**src/rtl/ovl_fire_collector_if.sv**
```systemverilog
// Bundles the OVL fire collector's control, fire and status signals; master drives
// enable/clear/fire/rd_sel, slave (the collector) returns counts, capture and halt.
interface ovl_fire_collector_if #(
  parameter int NUM_CHK = 4,
  parameter int CNT_W   = 8,
  parameter int TS_W    = 16
) ();
  localparam int IDX_W = (NUM_CHK > 1) ? $clog2(NUM_CHK) : 1;

  logic               enable;
  logic               clear;
  logic [NUM_CHK-1:0] fire;
  logic [IDX_W-1:0]   rd_sel;
  logic [CNT_W-1:0]   rd_cnt;
  logic [CNT_W-1:0]   total_cnt;
  logic               err_sticky;
  logic               first_vld;
  logic [IDX_W-1:0]   first_idx;
  logic [TS_W-1:0]    first_ts;
  logic               halt_req;

  modport master (
    output enable, clear, fire, rd_sel,
    input  rd_cnt, total_cnt, err_sticky, first_vld, first_idx, first_ts, halt_req
  );

  modport slave (
    input  enable, clear, fire, rd_sel,
    output rd_cnt, total_cnt, err_sticky, first_vld, first_idx, first_ts, halt_req
  );
endinterface

```
**src/rtl/ovl_fire_collector.sv**
```systemverilog
// OVL fire collector: saturating per-checker/total counts, first-fail capture, halt at THRESH; 1-cycle
// latency, fires always accepted. Define OVL_FIRE_COLLECTOR_DISPLAY_EN to print each counted fire.
module ovl_fire_collector #(
  parameter int NUM_CHK = 4,
  parameter int CNT_W   = 8,
  parameter int TS_W    = 16,
  parameter int THRESH  = 1
) (
  input  logic                 clock,
  input  logic                 reset,
  ovl_fire_collector_if.slave  bus_if
);
  localparam int IDX_W = (NUM_CHK > 1) ? $clog2(NUM_CHK) : 1;
  localparam int SUM_W = CNT_W + 6;
  localparam logic [CNT_W-1:0] CNT_MAX  = '1;
  localparam logic [CNT_W-1:0] CNT_ONE  = CNT_W'(1);
  localparam logic [CNT_W-1:0] THRESH_C = CNT_W'(THRESH);

  typedef enum logic [1:0] {ARMED, TRIPPED, HALTED} state_t;

  state_t             state_q, state_d;
  logic [CNT_W-1:0]   cnt_q [NUM_CHK];
  logic [CNT_W-1:0]   cnt_d [NUM_CHK];
  logic [CNT_W-1:0]   total_q, total_d;
  logic [CNT_W-1:0]   rd_cnt_q, rd_cnt_d;
  logic [TS_W-1:0]    stamp_q;
  logic               err_q;
  logic               first_vld_q;
  logic [IDX_W-1:0]   first_idx_q;
  logic [TS_W-1:0]    first_ts_q;
  logic               halt_q;
  logic [NUM_CHK-1:0] counted;
  logic [IDX_W-1:0]   low_idx;
  logic [5:0]         pop;
  logic [SUM_W-1:0]   sum;

  always_comb begin
    counted  = bus_if.enable ? bus_if.fire : '0;
    pop      = '0;
    low_idx  = '0;
    rd_cnt_d = '0;
    // Descending scan so the last hit leaves the lowest set index in low_idx.
    for (int i = NUM_CHK - 1; i >= 0; i--) begin
      cnt_d[i] = (counted[i] && (cnt_q[i] != CNT_MAX)) ? cnt_q[i] + CNT_ONE : cnt_q[i];
      pop      = pop + 6'(counted[i]);
      if (counted[i]) low_idx = IDX_W'(i);
      if (bus_if.rd_sel == IDX_W'(i)) rd_cnt_d = cnt_q[i];
    end
    sum     = SUM_W'(total_q) + SUM_W'(pop);
    total_d = (sum > SUM_W'(CNT_MAX)) ? CNT_MAX : sum[CNT_W-1:0];
    state_d = state_q;
    if ((state_q != HALTED) && (|counted))
      state_d = (total_d >= THRESH_C) ? HALTED : TRIPPED;
  end

  always_ff @(posedge clock or posedge reset) begin
    if (reset) begin
      state_q     <= ARMED;
      for (int i = 0; i < NUM_CHK; i++) cnt_q[i] <= '0;
      total_q     <= '0;
      rd_cnt_q    <= '0;
      stamp_q     <= '0;
      err_q       <= 1'b0;
      first_vld_q <= 1'b0;
      first_idx_q <= '0;
      first_ts_q  <= '0;
      halt_q      <= 1'b0;
    end else begin
      rd_cnt_q <= rd_cnt_d;
      if (bus_if.clear) begin
        state_q     <= ARMED;
        for (int i = 0; i < NUM_CHK; i++) cnt_q[i] <= '0;
        total_q     <= '0;
        stamp_q     <= '0;
        err_q       <= 1'b0;
        first_vld_q <= 1'b0;
        first_idx_q <= '0;
        first_ts_q  <= '0;
        halt_q      <= 1'b0;
      end else begin
        stamp_q <= stamp_q + TS_W'(1);
        for (int i = 0; i < NUM_CHK; i++) cnt_q[i] <= cnt_d[i];
        total_q <= total_d;
        state_q <= state_d;
        halt_q  <= (state_d == HALTED);
        if (!first_vld_q && (|counted)) begin
          first_vld_q <= 1'b1;
          err_q       <= 1'b1;
          first_idx_q <= low_idx;
          first_ts_q  <= stamp_q;
        end
      end
    end
  end

`ifdef OVL_FIRE_COLLECTOR_DISPLAY_EN
  always_ff @(posedge clock) begin
    if (!reset && !bus_if.clear) begin
      for (int i = 0; i < NUM_CHK; i++)
        if (counted[i]) $display("OVL_FIRE chk=%0d ts=%0d total=%0d", i, stamp_q, total_d);
      if ((state_q != HALTED) && (state_d == HALTED))
        $display("OVL_FIRE HALT total=%0d", total_d);
    end
  end
`else
  // Display hooks compiled out; register behaviour is unaffected.
`endif

  assign bus_if.rd_cnt     = rd_cnt_q;
  assign bus_if.total_cnt  = total_q;
  assign bus_if.err_sticky = err_q;
  assign bus_if.first_vld  = first_vld_q;
  assign bus_if.first_idx  = first_idx_q;
  assign bus_if.first_ts   = first_ts_q;
  assign bus_if.halt_req   = halt_q;
endmodule

```
**src/flat_wrapper.sv**
```systemverilog
// flat-port wrapper written by rule: the top's interface ports become plain ports
module ovl_fire_collector_flat 
#(
  parameter int NUM_CHK = 4,
  parameter int CNT_W   = 8,
  parameter int TS_W    = 16,
  parameter int THRESH  = 1
)
  (clock, reset, bus_if_enable, bus_if_clear, bus_if_fire, bus_if_rd_sel, bus_if_rd_cnt, bus_if_total_cnt, bus_if_err_sticky, bus_if_first_vld, bus_if_first_idx, bus_if_first_ts, bus_if_halt_req);
  ovl_fire_collector_if #(.NUM_CHK(NUM_CHK), .CNT_W(CNT_W), .TS_W(TS_W)) bus_if_i ();
  input  logic clock;
  input  logic reset;
  input wire logic [$bits(bus_if_i.enable)-1:0] bus_if_enable;
  input wire logic [$bits(bus_if_i.clear)-1:0] bus_if_clear;
  input wire logic [$bits(bus_if_i.fire)-1:0] bus_if_fire;
  input wire logic [$bits(bus_if_i.rd_sel)-1:0] bus_if_rd_sel;
  output wire logic [$bits(bus_if_i.rd_cnt)-1:0] bus_if_rd_cnt;
  output wire logic [$bits(bus_if_i.total_cnt)-1:0] bus_if_total_cnt;
  output wire logic [$bits(bus_if_i.err_sticky)-1:0] bus_if_err_sticky;
  output wire logic [$bits(bus_if_i.first_vld)-1:0] bus_if_first_vld;
  output wire logic [$bits(bus_if_i.first_idx)-1:0] bus_if_first_idx;
  output wire logic [$bits(bus_if_i.first_ts)-1:0] bus_if_first_ts;
  output wire logic [$bits(bus_if_i.halt_req)-1:0] bus_if_halt_req;
  assign bus_if_i.enable = bus_if_enable;
  assign bus_if_i.clear = bus_if_clear;
  assign bus_if_i.fire = bus_if_fire;
  assign bus_if_i.rd_sel = bus_if_rd_sel;
  assign bus_if_rd_cnt = bus_if_i.rd_cnt;
  assign bus_if_total_cnt = bus_if_i.total_cnt;
  assign bus_if_err_sticky = bus_if_i.err_sticky;
  assign bus_if_first_vld = bus_if_i.first_vld;
  assign bus_if_first_idx = bus_if_i.first_idx;
  assign bus_if_first_ts = bus_if_i.first_ts;
  assign bus_if_halt_req = bus_if_i.halt_req;
  ovl_fire_collector #(.NUM_CHK(NUM_CHK), .CNT_W(CNT_W), .TS_W(TS_W), .THRESH(THRESH)) u_core (.clock(clock), .reset(reset), .bus_if(bus_if_i));
endmodule
```
**config.mk**
```make
export PLATFORM = sky130hd
export DESIGN_NAME = ovl_fire_collector_flat
export DESIGN_NICKNAME = d
export VERILOG_FILES = /design/src/rtl/ovl_fire_collector_if.sv /design/src/rtl/ovl_fire_collector.sv /design/src/flat_wrapper.sv
export SDC_FILE = /design/constraint.sdc
export NUM_CORES = 1
export LEC_CHECK = 0
export CAP_MARGIN = 20
export CORE_MARGIN = 3
export CORE_UTILIZATION = 25
export CTS_BUF_LIST = sky130_fd_sc_hd__clkbuf_2 sky130_fd_sc_hd__clkbuf_4 sky130_fd_sc_hd__clkbuf_8
export DETAILED_ROUTE_END_ITERATION = 8
export GPL_TIMING_DRIVEN = 0
export SKIP_CTS_REPAIR_TIMING = 1
export SYNTH_ARGS = -nofsm -noshare
export SYNTH_HDL_FRONTEND = slang
export SYNTH_SLANG_ARGS = --single-unit
```
**constraint.sdc**
```tcl
create_clock -name clock -period 6.15 [get_ports clock]
set_input_delay 1.23 -clock clock [delete_from_list [all_inputs] [get_ports clock]]
set_output_delay 1.23 -clock clock [all_outputs]
set_load 0.005 [all_outputs]
```
==> impl.org <==
** Final layout
- The post-route netlist has 7.92% of its cells at a drive strength greater than 1.
- Summing all multi-input logic gate instances after layout gives 1970 um^2.
- N_diodes :: 0
- Finished Layout Cells :: 700
- Counting the fill cells in the layout gives 1734.
- Signed area change from the synthesized netlist to the final layout :: 21.7%
- Final Net Count :: 501
- The library cell used most frequently in the layout, excluding fill and tap cells, is sky130_fd_sc_hd__dfrtp_1.
- Register Area :: 2150 um^2
- With fillers left out, the area of the finished cells amounts to around 5200 um^2.
- Leaving out fill and tap cells, the most frequent cells in the layout are sky130_fd_sc_hd__dfrtp_1 (86), sky130_fd_sc_hd__nand2_1 (67), sky130_fd_sc_hd__nor2_1 (52).

** Timing
- The tightest hold path in the finished design has a slack of 507 ps.
- After layout, the worst path uses 73.3% of the clock period.
- Clock skew on the completed layout was measured at 10.1 ps.
- In this run the tightest slew margin relative to its limit is 60.3%.
- At the pin with the least slew margin, the transition time is 591 ps.
- Post-route minimum period :: 4510 ps
- Final Hold Violating Endpoints :: 0
- Finish-stage setup viols :: 0
- Based on the critical path, the design can be clocked at up to 222 MHz.
- The final max-slew violation count was 0.
- Setup TNS :: 0 ps
- Unrepaired setup endpoints after global routing :: false

** Worst setup path
- On the critical path, the stage with the largest delay is an instance of sky130_fd_sc_hd__clkdlybuf4s50_1.
- Kind of cell adding the most delay to the critical path :: adder cells
- STA puts the critical path data arrival time at 4760 ps.
- Along the worst path, the maximum fanout reaches 8.
- Crit path buffers/inverters :: 3
- The largest single stage delay on the critical path is 710 ps.
- Required time at the endpoint of the critical path :: 6400 ps
- Cell-by-cell trace of the critical path :: clkdlybuf4s50_1 > nand2_1 > ha_1 > fa_1 > inv_1 > ha_1 > inv_1 > fa_1 > nor2b_1 > o21ai_1 > nor3b_1 > o2111a_1 > a31o_2
- The critical path is of the input port to flop type.
- Startpoint types :: input port
- The worst setup path is captured at a flop.

** Yosys
- Counting every net in the synthesized netlist gives 446.
- For this run, the leading register cell type out of synthesis is sky130_fd_sc_hd__dfrtp_1.
- Asr flop ratio synth :: 100%
- Flops & latches, synth :: 86
- Synthesis Warnings :: 0
- Dividing the synthesized area by the synthesized cell count gives 10.1 um^2.
- Yosys mapped a number of flops with a built-in enable equal to 0.
- After synthesis, flip-flops and latches occupy roughly half of the total area.
- Count of different cell masters after synthesis :: 48
- Cell area after synthesis :: between 4000 and 5000 um^2
- Mapped Cells :: ~420

** Clock tree
- Root Buffer :: sky130_fd_sc_hd__clkbuf_8
- Clock-pin slew was measured on the worst setup and hold paths at 80 ps.
- The clock passes through at most 2 buffers.
- H-tree levels :: 3
- At the later pin of the worst-skew pair, clock insertion delay measures 360 ps.
- Counting the buffers created by CTS gives 9.
- Clock tree from TritonCTS :: yes
- The clock net in this run drives a total of 86 sinks.

** GRT
- Global routing consumed, on the met2 layer, 18.2% of the routing resources.
- Global routing used 11.2% of the available tracks across all layers.
- The via count of the first global-routing pass is 3255.
- Met3 routing resource usage after global routing :: 2.44%
- GRT met1 Usage :: 14.6%
- The number of antenna violations at the first check in global routing was 0.
- Wire length of the first global-routing pass :: 16400 um
- met2 is the most crowded layer.
- Largest net degree at the start of global routing :: 51
- Total congestion overflow :: 0

** Place
- The count of buffers added on input and output ports is between 40 and 50.
- At the end of routability-driven placement, the weighted congestion stood at roughly 0.84.
- After detailed placement, the total cell area comes to 4980 um^2.
- Including well taps, the total number of placed cells is 685.
- Half-perimeter wire length of the detailed placement result :: 7290 um

** Route
- The detail route stage leaves a number of antenna-violating nets equal to 0.
- After detailed routing, the number of remaining DRC violations is 0.
- Number of vias per cell :: 4.56
- For this block, the initial DRC count from the detailed router was 215.
- The routed layout has between 3000 and 4000 vias.
- Final wirelength :: 9670 um
- Before antenna repair, the detailed router went through 4 iterations.
- Routed wire length per instance :: around 14 um

** Worst hold path
- The path class of the tightest hold or removal check is flop to flop.

** Power
- Total leakage power :: approximately 2.2 nW
- Across the VDD grid, the largest voltage drop is 0.0000808 V.
- Cell area power density :: 217 nW/um^2

** Floorplanning
- For this design the top-level I/O count stands at between 40 and 50.
- The floorplan step defined a die boundary enclosing 18600 um^2.
- Placeable core area :: 16600 um^2
- The floorplan step set the die width to 136 um.
- The die is between 100 and 150 um tall.
- For this configuration, the core starts out at a cell density of 25.6%.
- Number of rows created at floorplan :: 47

** Flow run
- Max-cap violations :: 0

** Run status
- Result of the run :: finished clean
cells by family after synthesis:
family / after synthesis / synth area share [%]
AOI/OAI and AO/OA: 57 / 8.16
xor gates and xnor gates: 37 / 7.63
adders and majority gates: 15 / 4.77
buffers and inverters: 29 / 3.00
DFF: 86 / 50.7
muxes: 14 / 5.66
and+or+nand+nor: 183 / 20.1
worst paths after layout:
kind	startpoint	endpoint	slack, ps	cells after the start
hold / removal	u_core.stamp_q[0]	u_core.stamp_q[0]	510	1
setup reg to reg	u_core.bus_if.total_cnt[0]	u_core.state_q[0]	4000	8
setup / recovery	bus_if_enable	u_core.state_q[0]	1640	13
hold reg to reg	u_core.stamp_q[0]	u_core.stamp_q[0]	510	1
min in group asynchronous	reset	u_core.bus_if.first_ts[10]	1260	2
max in group asynchronous	reset	u_core.bus_if.rd_cnt[2]	4260	3
registers in the layout, summed over array words and instances (netlist names):
signal                    count
u_core.bus_if.first_ts       16
u_core.stamp_q               16
u_core.bus_if.err_sticky      1
u_core.cnt_q                 32
u_core.bus_if.rd_cnt          8
u_core.bus_if.first_idx       2
u_core.bus_if.halt_req        1
u_core.bus_if.total_cnt       8
u_core.state_q                2
per-layer routing:
metal | part of all wire [%] | wire length, um
met1 | 46 | 4430
met2 | 49 | 4750
met3 | 4.2 | 402
met4 | 0.92 | 89
met5 | 0 | 0
metrics by stage:
step / setup slack (ps) / power (W) / util (%)
detailed placement: 1210 / 0.000751 / 30.1
global placement: 1240 / 0.000745 / 29.9
finish: 1640 / 0.00112 / 31.2
CTS: 1560 / 0.00114 / 31.2
global route: 1390 / 0.00118 / 31.2
floorplan: 2320 / 0.000692 / -
worst register-to-register path: cells and delay by family, from the launching register on:
family	cells	cell delay [ps]
buf+inv	1	60
simple gates	2	350
fa+ha+maj	2	610
compound gates	3	640
flops	1	400
power breakdown:
part / internal (W) / switching [W]
Sequential: 0.000583 / 0.0000165
Clock: 0.000185 / 0.000197
Combinational: 0.0000637 / 0.0000753
cells in the mapped netlist, types with 3 or more instances:
| master | n | share of area, % |
|---|---|---|
| sky130_fd_sc_hd__clkbuf_1 | 9 | 0.80 |
| sky130_fd_sc_hd__mux4_2 | 8 | 4.2 |
| sky130_fd_sc_hd__nor3_1 | 7 | 0.82 |
| sky130_fd_sc_hd__mux2i_1 | 6 | 1.4 |
| sky130_fd_sc_hd__inv_1 | 12 | 1.1 |
| sky130_fd_sc_hd__and3_1 | 6 | 0.88 |
| sky130_fd_sc_hd__nor2b_1 | 3 | 0.44 |
| sky130_fd_sc_hd__nand3_1 | 13 | 1.5 |
| sky130_fd_sc_hd__nor2_1 | 52 | 4.6 |
| sky130_fd_sc_hd__xnor2_1 | 17 | 3.5 |
| sky130_fd_sc_hd__dfrtp_1 | 86 | 51 |
| sky130_fd_sc_hd__nand2_1 | 67 | 5.9 |
| sky130_fd_sc_hd__buf_2 | 3 | 0.35 |
| sky130_fd_sc_hd__and4_1 | 4 | 0.82 |
| sky130_fd_sc_hd__o21ai_0 | 7 | 0.82 |
| sky130_fd_sc_hd__ha_1 | 13 | 3.8 |
| sky130_fd_sc_hd__xor2_1 | 20 | 4.1 |
| sky130_fd_sc_hd__nand4_1 | 8 | 1.2 |
| sky130_fd_sc_hd__and2_1 | 3 | 0.44 |
| sky130_fd_sc_hd__nand2b_1 | 3 | 0.44 |
| sky130_fd_sc_hd__or3_1 | 6 | 0.88 |
| sky130_fd_sc_hd__a21oi_1 | 33 | 3.9 |
area by class of cell:
cell class	count	area share (%)
Clock buffer	9	2.40
Timing Repair Buffer	44	8.86
Tap cell	220	5.32
Inverter	13	0.992
Buffer	16	1.52
Sequential cell	86	41.6
Multi-Input combinational cell	306	38.1
Clock inverter	6	1.23
No activity file was read; power rests on OpenSTA's default activity.
